**src/rtl/cache_pkg.sv**
```systemverilog
// Shared types and widths for the cache memory-side responder and its storage.
package cache_pkg;

  localparam int ADDR_W     = 5;
  localparam int DATA_W     = 5;
  localparam int CNT_W      = 4;
  localparam int WB_COUNT_W = 8;

  typedef enum logic [2:0] {
    IDLE,
    WB,
    READ,
    WRITE,
    RESP
  } rsp_state_e;

  typedef struct packed {
    logic              write;
    logic [ADDR_W-1:0] addr;
    logic [DATA_W-1:0] wdata;
    logic              wb;
    logic [ADDR_W-1:0] wb_addr;
    logic [DATA_W-1:0] wb_data;
  } mem_req_t;

endpackage

```
**src/rtl/mem_array_1rw.sv**
```systemverilog
// Single-port backing store: synchronous write, combinational read, powers up as mem[i] = i.
module mem_array_1rw #(
  parameter int ADDR_W = cache_pkg::ADDR_W,
  parameter int DATA_W = cache_pkg::DATA_W
) (
  input  logic              clock,
  input  logic              we,
  input  logic [ADDR_W-1:0] addr,
  input  logic [DATA_W-1:0] wdata,
  output logic [DATA_W-1:0] rdata
);

  localparam int DEPTH = 2 ** ADDR_W;

  // Words are stored XOR-ed with their own address: the two-state array starts
  // all-zero, which therefore reads back as the required identity image.
  bit   [DATA_W-1:0] store [DEPTH];
  logic [DATA_W-1:0] addr_key;

  assign addr_key = DATA_W'(addr);

  // NOTE: the storage array has no reset; contents must survive a responder reset.
  always_ff @(posedge clock) begin
    if (we) begin
      store[addr] <= wdata ^ addr_key;
    end
  end

  assign rdata = store[addr] ^ addr_key;

endmodule

```
**src/rtl/cache_mem_responder.sv**
```systemverilog
// Memory-side responder: refill reads, write-throughs and victim write-backs with
// a programmable per-phase latency, all over one request/response handshake.
module cache_mem_responder
  import cache_pkg::*;
#(
  parameter int ADDR_W  = cache_pkg::ADDR_W,
  parameter int DATA_W  = cache_pkg::DATA_W,
  parameter int LATENCY = 2                  // edges per memory phase, 1..15
) (
  input  logic              clock,
  input  logic              reset,
  input  logic              req_valid,
  output logic              req_ready,
  input  logic              req_write,
  input  logic [ADDR_W-1:0] req_addr,
  input  logic [DATA_W-1:0] req_wdata,
  input  logic              req_wb,
  input  logic [ADDR_W-1:0] wb_addr,
  input  logic [DATA_W-1:0] wb_data,
  output logic              rsp_valid,
  input  logic              rsp_ready,
  output logic [DATA_W-1:0] rsp_rdata,
  output logic              rsp_write,
  output logic [7:0]        wb_count
);

  localparam logic [CNT_W-1:0]      CNT_RELOAD   = CNT_W'(LATENCY - 1);
  localparam logic [WB_COUNT_W-1:0] WB_COUNT_MAX = '1;

  rsp_state_e            state_q, state_d;
  logic [CNT_W-1:0]      cnt_q, cnt_d;
  mem_req_t              req_q, req_d;
  logic [DATA_W-1:0]     rdata_q, rdata_d;
  logic                  write_q, write_d;
  logic                  valid_q, valid_d;
  logic [WB_COUNT_W-1:0] wb_count_q, wb_count_d;

  logic              mem_we;
  logic [ADDR_W-1:0] mem_addr;
  logic [DATA_W-1:0] mem_wdata;
  logic [DATA_W-1:0] mem_rdata;
  logic              cnt_done;

  assign cnt_done = (cnt_q == '0);

  mem_array_1rw #(
    .ADDR_W (ADDR_W),
    .DATA_W (DATA_W)
  ) u_mem (
    .clock (clock),
    .we    (mem_we),
    .addr  (mem_addr),
    .wdata (mem_wdata),
    .rdata (mem_rdata)
  );

  // NOTE: state lives only in this block and uses non-blocking assignments;
  // all next-state decisions are made combinationally below.
  always_ff @(posedge clock or posedge reset) begin
    if (reset) begin
      state_q    <= IDLE;
      cnt_q      <= '0;
      req_q      <= '0;
      rdata_q    <= '0;
      write_q    <= 1'b0;
      valid_q    <= 1'b0;
      wb_count_q <= '0;
    end else begin
      state_q    <= state_d;
      cnt_q      <= cnt_d;
      req_q      <= req_d;
      rdata_q    <= rdata_d;
      write_q    <= write_d;
      valid_q    <= valid_d;
      wb_count_q <= wb_count_d;
    end
  end

  // NOTE: every output of this block is given a default first so no latch is inferred.
  always_comb begin
    state_d    = state_q;
    cnt_d      = cnt_q;
    req_d      = req_q;
    rdata_d    = rdata_q;
    write_d    = write_q;
    valid_d    = valid_q;
    wb_count_d = wb_count_q;
    mem_we     = 1'b0;
    mem_addr   = req_q.addr;
    mem_wdata  = req_q.wdata;

    unique case (state_q)
      IDLE: begin
        if (req_valid) begin
          req_d = '{write:   req_write,
                    addr:    req_addr,
                    wdata:   req_wdata,
                    wb:      req_wb,
                    wb_addr: wb_addr,
                    wb_data: wb_data};
          cnt_d = CNT_RELOAD;
          if (req_write)   state_d = WRITE;
          else if (req_wb) state_d = WB;
          else             state_d = READ;
        end
      end

      WB: begin
        mem_addr  = req_q.wb_addr;
        mem_wdata = req_q.wb_data;
        if (!cnt_done) begin
          cnt_d = cnt_q - CNT_W'(1);
        end else begin
          mem_we = 1'b1;
          if (wb_count_q != WB_COUNT_MAX) wb_count_d = wb_count_q + WB_COUNT_W'(1);
          cnt_d   = CNT_RELOAD;
          state_d = READ;
        end
      end

      READ: begin
        if (!cnt_done) begin
          cnt_d = cnt_q - CNT_W'(1);
        end else begin
          rdata_d = mem_rdata;
          write_d = 1'b0;
          valid_d = 1'b1;
          state_d = RESP;
        end
      end

      WRITE: begin
        if (!cnt_done) begin
          cnt_d = cnt_q - CNT_W'(1);
        end else begin
          mem_we  = 1'b1;
          rdata_d = req_q.wdata;
          write_d = 1'b1;
          valid_d = 1'b1;
          state_d = RESP;
        end
      end

      RESP: begin
        if (rsp_ready) begin
          valid_d = 1'b0;
          state_d = IDLE;
        end
      end

      default: state_d = IDLE;
    endcase
  end

  assign req_ready = (state_q == IDLE);
  assign rsp_valid = valid_q;
  assign rsp_rdata = rdata_q;
  assign rsp_write = write_q;
  assign wb_count  = wb_count_q;

endmodule

```
**config.mk**
```make
export PLATFORM = sky130hd
export DESIGN_NAME = cache_mem_responder
export DESIGN_NICKNAME = d
export VERILOG_FILES = /design/src/rtl/cache_pkg.sv /design/src/rtl/mem_array_1rw.sv /design/src/rtl/cache_mem_responder.sv
export SDC_FILE = /design/constraint.sdc
export NUM_CORES = 1
export LEC_CHECK = 0
export CORE_MARGIN = 5
export CORE_UTILIZATION = 45
export DETAILED_ROUTE_END_ITERATION = 6
export PLACE_DENSITY = 0.73
export SYNTH_ARGS = -nofsm -noshare
export SYNTH_HDL_FRONTEND = slang
export SYNTH_SLANG_ARGS = --single-unit
```
**constraint.sdc**
```tcl
create_clock -name clock -period 5 [get_ports clock]
set_input_delay 0.75 -clock clock [delete_from_list [all_inputs] [get_ports clock]]
set_output_delay 0.75 -clock clock [all_outputs]
set_load 0.02 [all_outputs]
```
=== Yosys cells after proc, flatten, opt, wreduce, memory -nomap -nowiden ===
Memories as Yosys holds them, arrays and structs flattened.
Index checks and enable logic that the tools add are counted.

* Bits in registers: 42
* Latch bits: 0
* Bits in writable memories: 160
* Memory bits (read-only): 0
* Memories kept: 1

* Add/sub/neg operators: 2
* Multiply operators: 0
* Div/mod/pow operators: 0
* Magnitude comparators: 0
* Eq/ne operators: 12
* Shift operators: 0
* Multiplexer cells: 25
* Bitwise gates (word level): 2
* Reduce and logical (&&, ||, !) cells: 13

{| class="wikitable"
|+ Memory list
! memory !! words !! bits a word !! rd ports !! clocked after memory_dff !! wr ports !! RTL line !! RTL
|-
| u_mem.store || 32 || 5 || 1 || 0 || 1 || mem_array_1rw.sv:17 || <nowiki>bit [DATA_W-1:0] store [DEPTH];</nowiki>
|}

{| class="wikitable"
|+ Operator list
! operator !! count
|-
| two-way mux 5 bit || 4
|-
| two-way mux 3 bit || 4
|-
| two-way mux 4 bit || 3
|-
| != test 2 bit, second input constant || 6
|-
| one-hot mux 3 bit (4 select lines) || 1
|-
| one-hot mux 4 bit (3 select lines) || 1
|-
| AND reduction 3 bit || 4
|-
| one-hot mux 5 bit (2 select lines) || 1
|-
| bitwise XOR 5 bit || 2
|-
| adder 8 x 1 -> 8 bit, second input constant || 1
|-
| != test 8 bit, second input constant || 1
|-
| two-way mux 1 bit || 7
|-
| == test 3 x 2 -> 1 bit, second input constant || 2
|-
| zero test 4 bit || 1
|-
| two-way mux 2 bit || 2
|-
| one-hot mux 1 bit (2 select lines) || 2
|-
| AND reduction 4 bit || 1
|-
| nonzero test 2 bit || 2
|-
| OR reduction 2 bit || 2
|-
| subtractor 4 x 1 -> 4 bit, second input constant || 1
|-
| == test 3 x 1 -> 1 bit, second input constant || 1
|-
| == test 3 bit, second input constant || 1
|-
| zero test 3 bit || 1
|-
| nonzero test 3 bit || 1
|-
| other kinds (2) || 2
|}

=== Depth between registers and ports, before layout ===
An unclocked memory read counts as a cell.

* Word-level depth: 6
* Depth in mapped cells: 13
* Gate-level depth less buffers: 9

=== Hierarchy ===
A second synthesis with hierarchy kept.

* Cells, all modules: 525
* Area, all modules: 8,603.3 µm²

{| class="wikitable"
|+ Modules (own cells, without submodules)
! module !! instances !! cells each !! area an instance (µm²) !! sequential area each (µm²)
|-
| mem_array_1rw || 1 || 353 || 6,550.0 || 4,804.6
|-
| cache_mem_responder || 1 || 172 || 2,053.2 || 1,051.0
|}

=== Worst setup path before layout ===
OpenSTA, ideal clock, no wires.

* Kind: reg2reg
* Start point: reg state_q[2]
* End point: mem u_mem.store[0][3], data pin
* Setup time: 0.371 ns
* Data arrival time: 2.585 ns
* Required time: 4.629 ns
* Path slack: 2.044 ns
* Stages on the path, launching flop included: 8
* Buffers on the path: 4
* Period minus slack after synthesis: 2.956 ns
* Cell sequence: dfrtp_1 -> buf_4 -> nor3b_2 -> buf_6 -> mux2i_2 -> buf_2 -> buf_2 -> xor2_1

* Word-level cells in the longest chain between the ends: 3
* Elaborated cells on any way between the ends: 4

{| class="wikitable"
|+ Ends and longest elaborated chain
! element !! RTL line !! RTL
|-
| start, declared || cache_mem_responder.sv:30 || <nowiki>rsp_state_e state_q, state_d;</nowiki>
|-
| start signal, assigned || cache_mem_responder.sv:69 || <nowiki>state_q <= state_d;</nowiki>
|-
| == test 3 x 1 -> 1 bit (*) || cache_mem_responder.sv:92 || <nowiki>unique case (state_q)</nowiki>
|-
| two-way mux 5 bit || cache_mem_responder.sv:92 ||
|-
| bitwise XOR 5 bit (*) || mem_array_1rw.sv:25 || <nowiki>store[addr] <= wdata ^ addr_key;</nowiki>
|-
| end, declared || mem_array_1rw.sv:17 ||
|}

Mark *: on every way between the ends. The rest lies on a longest branch, timed or not.

=== Final worst setup path ===
* Start point: reg state_q[0]
* End point: mem u_mem.store[2][2], enable pin

* Word-level cells in the longest chain between the ends: 5
* Elaborated cells on any way between the ends: 7

{| class="wikitable"
|+ Ends and longest elaborated chain
! element !! RTL line !! RTL
|-
| == test 3 x 2 -> 1 bit / == test 3 x 1 -> 1 bit (equally long branches) || cache_mem_responder.sv:92 ||
|-
| OR reduction 2 bit (no line) || -- ||
|-
| two-way mux 1 bit || -- ||
|-
| two-way mux 1 bit || mem_array_1rw.sv:24 || <nowiki>if (we) begin</nowiki>
|-
| two-way mux 1 bit (implied by the code) || mem_array_1rw.sv:25 ||
|}

Several ways; a longest one is shown, not always the timed one.

==> results.py <==
metrics = {
    "clock_tree": {
        "clockBufferDepth": 3,
        "cts_resized": 0,
        "tritoncts": "yes",
        "htree_levels": 1,
        "insertion_delay_ns": 0.50,
        "clockRootBuffer": "clkbuf_16",
        "cts_buffers": 21,
        "cts.clk_slew.worst_paths_ns": 0.06,
        "cts_sinks": 202,
        "cts_setup_buffers": 0,
        "cts_hold_buf": 0,
    },
    "drt": {
        "drt-vias-per-instance": 5.85,
        "dr.pass1.iters": 5,
        "drc": 0,
        "wl_met3_mm": 1.61,
        "first_iter_violations": 575,
        "routed.top_layer": "met4",
        "post_drt_wl_per_cell_um": 20.9,
        "met1Wirelength_mm": 8.19,
        "wl_met2_mm": 9.40,
        "routed_wl_mm": 19.8,
        "antenna_left": 0,
        "vias": 5526,
    },
    "global_route": {
        "grt_pass1_wl_mm": 31.4,
        "first_global_vias": 5722,
        "grt_use_total_pct": 18.1,
        "antenna_found_initial": 0,
        "grt_overflow": 0,
        "grt_max_degree": 75,
    },
    "timing": {
        "finalHoldViolCount": 0,
        "fmax_mhz": 245,
        "slew_violations": 0,
        "max-slew-margin-rel_pct": 23.4,
        "layout_setup_ws_ns": 0.915,
        "worstMarginPinSlew_ns": 1.13,
        "setup_viol": 0,
        "fin_tns_setup_ns": 0,
        "min_period_ns": 4.08,
        "fin_crit_sh_pct": 81.7,
        "fin_worst_skew_ns": 0.0147,
        "whs_ns": 0.492,
        "rsz0062_at_grt": "false",
    },
    "final_layout": {
        "fin_cells": 945,
        "fill_cells": 1526,
        "area_growth_pct": 14.8,
        "layout_commonest_cell": "edfxtp_1",
        "stdcell_area_mm2": 0.00985,
        "finish.utilization_pct": 52.5,
        "diodes": 0,
        "layout_common_cells": "edfxtp_1, nand2_1, nor2_1",
        "drive_above_1_share_pct": 11.3,
        "final_nets": 725,
    },
    "setup_path": {
        "critical_path_class": "reg -> reg",
        "r2r_start": "state_q[0]$_DFFE_PP0P_",
        "cp-end-kind": "register",
        "cp.required_ns": 5.12,
        "critPathLaunch": "state_q[0]$_DFFE_PP0P_",
        "cp_max_fo": 24,
        "arrival_ns": 4.21,
        "startpoint_type": "register",
    },
    "placed_design": {
        "place_ws_ns": 0.996,
        "gp_congestion": 0.862,
        "hpwlAfterDp_mm": 12.5,
        "dp.cells": 907,
        "postPlaceCellArea_mm2": 0.00921,
        "numPortBuffers": 41,
    },
    "logic_synthesis": {
        "syn_area_mm2": 0.00858,
        "synth.largest_area_cell": "edfxtp_1",
        "async_flop_share_pct": 20.8,
        "ys_ff_latch": 202,
        "yosysTopAreaCellShare_pct": 56.0,
        "synth_edf_count": 160,
        "synthDistinctLibCells": 49,
        "synthFlopType": "edfxtp_1",
        "synth_nets": 690,
        "synth.area.top_cells": "edfxtp_1, dfrtp_1, nand2_1, mux2_2, mux2i_1",
        "yosys_warnings": 0,
        "syn_area_per_cell_um2": 13.0,
        "seq_area_frac_synth_pct": 68.3,
        "syn-instance-count": 661,
    },
    "pwr": {
        "power.total_mw": 6.98,
        "power_density_mw_per_mm2": 709,
        "p_leak_nw": 3.47,
        "peakVddDrop_mv": 0.518,
    },
    "run": {
        "drv_cap": 0,
    },
    "die": {
        "num_io_pins": 42,
        "die_h_um": 148,
        "die_area_mm2": 0.0219,
        "die_w_um": 148,
        "start_util_pct": 45.7,
        "rows": 50,
        "core_mm2": 0.0188,
    },
    "min_path": {
        "min_path_type": "reg -> reg",
        "min-delay-start": "wb_count[7]$_DFFE_PP0P_",
    },
    "run_status": {
        "outcome": "completed",
    },
}
## critical path: stages, from the launching register on
cell and delay [ns]:
dfrtp_1 0.76, nor3b_4 0.84, mux2i_2 1.00, nand3_1 0.53
nor2_1 0.57
## cells in the mapped netlist, types with 5 or more instances
cell type	instances
dfrtp_1	42
nand2_1	119
o22ai_1	8
nor3_1	12
nor2_1	48
mux2_2	25
buf_6	5
a21oi_1	42
nand2b_1	5
or3_1	8
xnor2_1	8
buf_4	5
nor2b_1	5
o211ai_1	5
a31oi_1	13
a22oi_1	16
mux2i_1	23
buf_2	13
and3_1	9
clkbuf_1	17
o221ai_1	8
edfxtp_1	160
nand3_1	19
## routing by layer
metal,global-route usage (%),vias up
met5,0,-
met3,4.08,51
li1,-,2512
met4,5.31,0
met1,24.7,2702
met2,29.5,261
## power by group
part	total, mW	switching [mW]	internal [mW]
logic	2.83	1.89	0.932
clock network	1.45	0.609	0.843
registers	2.70	0.188	2.51
total	6.98	2.69	4.29
## flip-flops by register name (all words and copies together), names as in the netlist
signal and flops:
u_mem.store 160, req_q 20, wb_count 8, rsp_rdata 5, cnt_q 4, state_q 3
rsp_valid 1, rsp_write 1
## final timing paths
path                                                     to  slack (ns)  cells after the start
worst max register to register  u_mem.store[2][2]$_DFFE_PP_        0.92                      4
worst min register to register      wb_count[7]$_DFFE_PP0P_        0.49                      1
worst min-delay path                wb_count[7]$_DFFE_PP0P_        0.49                      1
max in group asynchronous             req_q[16]$_DFFE_PP0P_        3.93                      3
worst max-delay path            u_mem.store[2][2]$_DFFE_PP_        0.92                      4
min in group asynchronous          rsp_rdata[0]$_DFFE_PP0P_        0.71                      3
## area by class of cell
| class | count | area (µm²) | share of cell area [%] |
|---|---|---|---|
| inverter | 4 | 15.0 | 0.152 |
| clock buffer | 28 | 562 | 5.70 |
| multi-input combinational | 413 | 2540 | 25.8 |
| timing repair buffer | 54 | 508 | 5.16 |
| sequential | 202 | 5860 | 59.5 |
| clock inverter | 10 | 77.6 | 0.788 |
| tap | 234 | 293 | 2.97 |
## kinds of logic after synthesis
logic type               synth area share (%)
multiplexers                             6.87
buffers and inverters                    2.86
AND/OR/NAND/NOR                          12.2
adder cells (fa/ha/maj)                 0.438
AO/OA/AOI/OAI                            8.14
flip-flops                               68.3
XOR/XNOR                                 1.23
No activity file was read; power rests on OpenSTA's default activity.
